$ cat src/rtl/pc_seq_if.sv
// Request/response bundle between a program-counter client and pc_seq.
// The master drives the requests and observes the program counter and stack flags.
`timescale 1ns/1ps
interface pc_seq_if #(
    parameter int ADDR_W = 8
);
    logic              en;
    logic              branch_sel;
    logic [ADDR_W-1:0] branch_off;
    logic              jump_sel;
    logic [ADDR_W-1:0] jump_addr;
    logic              call;
    logic              ret;
    logic [ADDR_W-1:0] pc_out;
    logic              ras_full;
    logic              ras_empty;
    logic              ras_err;

    modport master (
        output en, branch_sel, branch_off, jump_sel, jump_addr, call, ret,
        input  pc_out, ras_full, ras_empty, ras_err
    );

    modport slave (
        input  en, branch_sel, branch_off, jump_sel, jump_addr, call, ret,
        output pc_out, ras_full, ras_empty, ras_err
    );
endinterface

$ cat src/rtl/pc_seq.sv
// Program-counter sequencer: increment, relative branch, absolute jump, call/return.
// Define PC_SEQ_RAS_EN to build in the return-address stack; otherwise call acts as jump and ret is ignored.
`timescale 1ns/1ps
module pc_seq #(
    parameter int               ADDR_W    = 8,
    parameter logic [ADDR_W-1:0] RESET_VEC = '0,
    parameter int               RAS_DEPTH = 4
) (
    input  logic     clk,
    input  logic     reset_n,
    pc_seq_if.slave  bus
);
    logic [ADDR_W-1:0] pc_q, pc_d;
    logic [ADDR_W-1:0] pc_inc;
    logic [ADDR_W-1:0] pc_flow;

    assign pc_inc = pc_q + ADDR_W'(1);

    // Next pc for the non-stack requests; the offset has full width, so modulo add is the sign extension.
    always_comb begin
        pc_flow = pc_inc;
        if (bus.jump_sel) begin
            pc_flow = bus.jump_addr;
        end else if (bus.branch_sel) begin
            pc_flow = pc_q + bus.branch_off;
        end
    end

`ifdef PC_SEQ_RAS_EN
    localparam int PTR_W = (RAS_DEPTH > 1) ? $clog2(RAS_DEPTH) : 1;
    localparam int CNT_W = PTR_W + 1;

    logic [ADDR_W-1:0] ras_mem [RAS_DEPTH];
    logic [CNT_W-1:0]  cnt_q, cnt_d;
    logic              err_q, err_d;
    logic              push;
    logic              ras_full_w;
    logic              ras_empty_w;
    logic [ADDR_W-1:0] ras_top;

    assign ras_full_w  = (cnt_q == CNT_W'(RAS_DEPTH));
    assign ras_empty_w = (cnt_q == '0);
    assign ras_top     = ras_mem[cnt_q[PTR_W-1:0] - PTR_W'(1)];

    always_comb begin
        pc_d  = pc_q;
        cnt_d = cnt_q;
        err_d = err_q;
        push  = 1'b0;
        if (bus.en) begin
            if (bus.ret) begin
                if (ras_empty_w) begin
                    pc_d  = pc_inc;
                    err_d = 1'b1;
                end else begin
                    pc_d  = ras_top;
                    cnt_d = cnt_q - CNT_W'(1);
                end
            end else if (bus.call) begin
                pc_d = bus.jump_addr;
                if (ras_full_w) begin
                    err_d = 1'b1;
                end else begin
                    push  = 1'b1;
                    cnt_d = cnt_q + CNT_W'(1);
                end
            end else begin
                pc_d = pc_flow;
            end
        end
    end

    always_ff @(posedge clk or negedge reset_n) begin
        if (!reset_n) begin
            pc_q  <= RESET_VEC;
            cnt_q <= '0;
            err_q <= 1'b0;
        end else begin
            pc_q  <= pc_d;
            cnt_q <= cnt_d;
            err_q <= err_d;
        end
    end

    // Storage is deliberately unreset: entries are only read below the live count.
    always_ff @(posedge clk) begin
        if (push) begin
            ras_mem[cnt_q[PTR_W-1:0]] <= pc_inc;
        end
    end

    assign bus.ras_full  = ras_full_w;
    assign bus.ras_empty = ras_empty_w;
    assign bus.ras_err   = err_q;
`else
    always_comb begin
        pc_d = pc_q;
        if (bus.en) begin
            pc_d = bus.call ? bus.jump_addr : pc_flow;
        end
    end

    always_ff @(posedge clk or negedge reset_n) begin
        if (!reset_n) begin
            pc_q <= RESET_VEC;
        end else begin
            pc_q <= pc_d;
        end
    end

    assign bus.ras_full  = 1'b0;
    assign bus.ras_empty = 1'b1;
    assign bus.ras_err   = 1'b0;
`endif

    assign bus.pc_out = pc_q;
endmodule

$ cat src/flat_wrapper.sv
// flat-port wrapper written by rule: the top's interface ports become plain ports
module pc_seq_flat 
#(
    parameter int               ADDR_W    = 8,
    parameter logic [ADDR_W-1:0] RESET_VEC = '0,
    parameter int               RAS_DEPTH = 4
)
  (clk, reset_n, bus_en, bus_branch_sel, bus_branch_off, bus_jump_sel, bus_jump_addr, bus_call, bus_ret, bus_pc_out, bus_ras_full, bus_ras_empty, bus_ras_err);
  pc_seq_if #(.ADDR_W(ADDR_W)) bus_i ();
  input  logic clk;
  input  logic reset_n;
  input wire logic [$bits(bus_i.en)-1:0] bus_en;
  input wire logic [$bits(bus_i.branch_sel)-1:0] bus_branch_sel;
  input wire logic [$bits(bus_i.branch_off)-1:0] bus_branch_off;
  input wire logic [$bits(bus_i.jump_sel)-1:0] bus_jump_sel;
  input wire logic [$bits(bus_i.jump_addr)-1:0] bus_jump_addr;
  input wire logic [$bits(bus_i.call)-1:0] bus_call;
  input wire logic [$bits(bus_i.ret)-1:0] bus_ret;
  output wire logic [$bits(bus_i.pc_out)-1:0] bus_pc_out;
  output wire logic [$bits(bus_i.ras_full)-1:0] bus_ras_full;
  output wire logic [$bits(bus_i.ras_empty)-1:0] bus_ras_empty;
  output wire logic [$bits(bus_i.ras_err)-1:0] bus_ras_err;
  assign bus_i.en = bus_en;
  assign bus_i.branch_sel = bus_branch_sel;
  assign bus_i.branch_off = bus_branch_off;
  assign bus_i.jump_sel = bus_jump_sel;
  assign bus_i.jump_addr = bus_jump_addr;
  assign bus_i.call = bus_call;
  assign bus_i.ret = bus_ret;
  assign bus_pc_out = bus_i.pc_out;
  assign bus_ras_full = bus_i.ras_full;
  assign bus_ras_empty = bus_i.ras_empty;
  assign bus_ras_err = bus_i.ras_err;
  pc_seq #(.ADDR_W(ADDR_W), .RESET_VEC(RESET_VEC), .RAS_DEPTH(RAS_DEPTH)) u_core (.clk(clk), .reset_n(reset_n), .bus(bus_i));
endmodule
$ cat config.mk
export PLATFORM = sky130hd
export DESIGN_NAME = pc_seq_flat
export DESIGN_NICKNAME = d
export VERILOG_FILES = /design/src/rtl/pc_seq_if.sv /design/src/rtl/pc_seq.sv /design/src/flat_wrapper.sv
export SDC_FILE = /design/constraint.sdc
export NUM_CORES = 1
export LEC_CHECK = 0
export ABC_AREA = 1
export ABC_CLOCK_PERIOD_IN_PS = 1960
export BUFFER_PORTS_ARGS = -buffer_cell sky130_fd_sc_hd__clkbuf_2
export CORE_ASPECT_RATIO = 1.25
export CORE_MARGIN = 1.5
export CORE_UTILIZATION = 47
export DETAILED_ROUTE_END_ITERATION = 10
export PLACE_DENSITY = 0.87
export SLEW_MARGIN = 20
export SYNTH_ARGS = -nofsm -noshare
export SYNTH_HDL_FRONTEND = slang
export SYNTH_SLANG_ARGS = --single-unit
$ cat constraint.sdc
create_clock -name clk -period 1.96 [get_ports clk]
set_clock_uncertainty 0.05 [all_clocks]
set_input_delay 0.098 -clock clk [delete_from_list [all_inputs] [get_ports clk]]
set_output_delay 0.098 -clock clk [all_outputs]
set_load 0.01 [all_outputs]
# Yosys cells after proc, flatten, opt, wreduce, memory -nomap -nowiden
# Index checks and enable logic that the tools add are counted.
# classes
add_sub_neg	2
muxes	3
# op_table
op	count
8-bit 2-to-1 mux	3
8-bit by 1-bit adder with 8-bit output, second input constant	1
8-bit adder	1
# word_totals
reg_bits	8
wordCells	6
out_inout_bits	11
input_bits	23

# Depth between registers and ports, before layout
# logic_depth
ltp_word	4
depth_mapped	14
mapped_depth_nobuf	14

# Worst setup path after synthesis
# No wires, ideal clock.
# synth_path
path_type	reg2reg
from	reg u_core.pc_q[0], in the netlist u_core.bus.pc_out[0]
to	reg u_core.pc_q[6], in the netlist u_core.bus.pc_out[6]
path_buffers	0
synth_period_minus_slack_ps	1640
arrival_time_ps	1474
path_slack_ps	320
setup_time_ps	116
stages_incl_launch_ff	12
required_time_ps	1794
path_cell_list	dfrtp_1 > ha_1 > inv_1 > fa_1 > inv_1 > nand2_1 > nand2_1 > nand3b_1 > nand3_1 > nand3_1 > nand2_1 > nand2_1
# synth_between
elab_chain_cells	4
elab_cells_between_ends	5
cone_classes	add/sub: 2; mux: 3
# synth_lines
item	line	text
start, declared	pc_seq.sv:13	logic [ADDR_W-1:0] pc_q, pc_d;
start signal, assigned	pc_seq.sv:107	pc_q <= pc_d;
8-bit by 1-bit adder with 8-bit output or 8-bit adder (tied branches)	pc_seq.sv:17, pc_seq.sv:25	
8-bit 2-to-1 mux *	pc_seq.sv:24	end else if (bus.branch_sel) begin
8-bit 2-to-1 mux *	pc_seq.sv:22	if (bus.jump_sel) begin
8-bit 2-to-1 mux *	pc_seq.sv:99	pc_d = bus.call ? bus.jump_addr : pc_flow;
# Every way passes the cells marked *; elsewhere a longest branch is shown, timed or not.
# A chain may end at the register's enable or synchronous reset.

# Worst setup path after layout
# Ends and elaborated chain as after synthesis.

==> flow_summary.yaml <==
clock_tree:
  cts_buffers: 3
  clock_sinks: 8
  cts_tree: "built"
  post_cts_resized: 0
  root_buffer: "clkbuf_4"
  ctsHoldBuffers: 1
  clock_latency_ps: 260
  path_clk_slew_ps: 60
  cts_max_path_buffers: 2
  htreeDepth: 1
  cts_setup_buffers: 0
floorplanning:
  die_y_um: 49.5
  dieArea_um2: 1990
  coreArea_um2: 1600
  ios: 34
  initial_utilization_pct: 50.7
  die-width_um: 40.2
  placementRows: 16
final_layout:
  largest_reg_flops: 8
  antennaDiodeCount: 0
  area_growth_pct: 21.4
  drive_gt1_share_pct: 22.4
  nNetsFinal: 194
grt:
  grt_use_total_pct: 23.5
  grt_antenna_before_repair: 0
  overflow: 0
  grt_pass1_wl_um: 3330
  grt_pass1_vias: 833
  grt_max_degree: 12
timing:
  final-max-slew-violation-count: 0
  timing.fmax_mhz: 566
  setup_viol: 0
  post-route-period-util_pct: 90.2
  rsz0062_at_grt: "no"
  tns_ps: 0
  final_hold_viol_count: 0
  layout_min_cycle_time_ps: 1770
pwr:
  p_per_area_nw_per_um2: 599
  total_power_uw: 591
  power_frac_comb_pct: 43.2
  p_sw_uw: 226
  clockPowerShare_pct: 22.1
  p_seq_share_pct: 34.7
  p_int_uw: 365
  peakVddDrop_mv: 0.397
  switching_share_pct: 38.2
  static-leakage-power_uw: 0.000625
worst_setup_path:
  cp-end-kind: "register"
  path_max_fanout: 3
  worstPathRequired_ps: 2070
  cp-start-kind: "register"
  r2r-start: "u_core.bus.pc_out[0]$_DFFE_PN0P_"
  reg2reg_to: "u_core.bus.pc_out[6]$_DFFE_PN0P_"
  reg2reg_slack_ps: 190
  crit_start: "u_core.bus.pc_out[0]$_DFFE_PN0P_"
  reg2reg_depth: 11
  crit_type: "register to register"
  cp.arrival_ps: 1870
  cp-endpoint: "u_core.bus.pc_out[6]$_DFFE_PN0P_"
hold_path:
  holdCritPathClass: "input port to register"
detailed_routing:
  via_count: 872
  drt_iter0_drc: 24
  drc: 0
  wl_um: 1860
  avgViaCountPerCell: 4.87
  wl_per_cell_um: 10.4
  antenna_left: 0
  first_pass_iters: 4
logic_synthesis:
  yosysSeqAreaShare_pct: 24.7
  syn_area_um2: 812
  synth_warnings: 0
  syn_avg_cell_area_um2: 6.15
  synthCells: 132
  ys_types: 19
  synth_seq_cells: 8
job:
  maxCapViolations: 0
placed_design:
  dp_hpwl_um: 1520
  place_congestion: 0.847
  io_buffers: 29
outcome:
  status: "complete, no violations"
## per-stage QoR
stage	worst slack (ps)	instances	utilization [%]	hold WS, ps	area [um2]
5_1_grt	77.5	179	61.6	41.6	986
4_1_cts	195	179	61.6	19.9	986
6_report	192	179	61.6	22.3	986
2_1_floorplan	320	133	-	-248	816
3_3_place_gp	256	175	59.5	-89.6	953
3_5_place_dp	201	175	59.5	-87.1	953
## area by class of cell
class                           count  area (um2)
Sequential cell                     8         200
Timing Repair Buffer               31         163
Fill cell                         147         616
Inverter                           22        82.6
Tap cell                           18        22.5
Multi-Input combinational cell     97         495
Clock buffer                        3        22.5
## critical path, cell delays in order, from the launching register on
cell and delay [ps]:
dfrtp_1 370, ha_1 180, inv_1 50, fa_1 350, inv_1 90, nand2_1 80
nand2_1 110, nand3b_1 110, nand3_1 80, nand3_1 70, nand2_1 60, nand2_1 40
## worst min path at each step
stage,start,endpoint,slack (ps),cells after the start
floorplan,reset_n,u_core.bus.pc_out[0]$_DFFE_PN0P_,-250,0
global placement,reset_n,u_core.bus.pc_out[2]$_DFFE_PN0P_,-90,1
detailed placement,reset_n,u_core.bus.pc_out[2]$_DFFE_PN0P_,-90,1
CTS,bus_jump_addr[1],u_core.bus.pc_out[1]$_DFFE_PN0P_,20,3
global route,bus_jump_addr[1],u_core.bus.pc_out[1]$_DFFE_PN0P_,40,3
finish,bus_jump_addr[1],u_core.bus.pc_out[1]$_DFFE_PN0P_,20,3
## cells in the final DEF (no fill, tap or decap), types with 7 or more instances in the layout
master / synthesis / routed
nand2_1: 41 / 41
inv_1: 22 / 22
clkbuf_2: 0 / 29
ha_1: 7 / 7
nand3_1: 10 / 10
nor2_1: 15 / 15
dfrtp_1: 8 / 8
a21oi_1: 7 / 7
## logic make-up (layout without fill, tap and decap cells)
group / after synthesis / in the layout / synth area share (%)
AND/OR/NAND/NOR: 72 / 72 / 37.3
buffers and inverters: 28 / 56 / 14.8
AO/OA/AOI/OAI: 13 / 13 / 8.01
adder cells (fa/ha/maj): 8 / 8 / 13.3
flip-flops: 8 / 8 / 24.7
other: 2 / 3 / 0.925
XOR/XNOR: 1 / 1 / 1.08
## synthesized netlist by cell type
library cell | count | share of area, %
inv_1 | 22 | 10
nand2_1 | 41 | 19
conb_1 | 2 | 0.92
ha_1 | 7 | 11
o21ai_1 | 3 | 1.8
buf_2 | 3 | 1.8
nor2_1 | 15 | 6.9
buf_4 | 3 | 2.8
dfrtp_1 | 8 | 25
nor2_2 | 1 | 0.77
or2_1 | 1 | 0.77
nand3_1 | 10 | 6.2
a21oi_1 | 7 | 4.3
nand2_2 | 1 | 0.77
or2_4 | 1 | 1.1
xor2_1 | 1 | 1.1
fa_1 | 1 | 2.5
o21ai_0 | 3 | 1.8
nand3b_1 | 2 | 1.8
## power by group through the flow
stage,registers (uW),clock network (uW),logic [uW]
2_1_floorplan,216,0,170
3_3_place_gp,207,0,243
3_5_place_dp,207,0,254
4_1_cts,204,136,257
5_1_grt,208,143,293
6_report,205,131,255
## metal layers
| layer | GRT usage (%) | part of all wire, % | vias up |
|---|---|---|---|
| met5 | 0 | 0 | - |
| met4 | 10.0 | 1.9 | 0 |
| met3 | 2.70 | 3.8 | 5 |
| met2 | 41.4 | 55 | 19 |
| met1 | 26.7 | 39 | 391 |
| li1 | - | - | 457 |
Power figures use the tool's default switching activity.
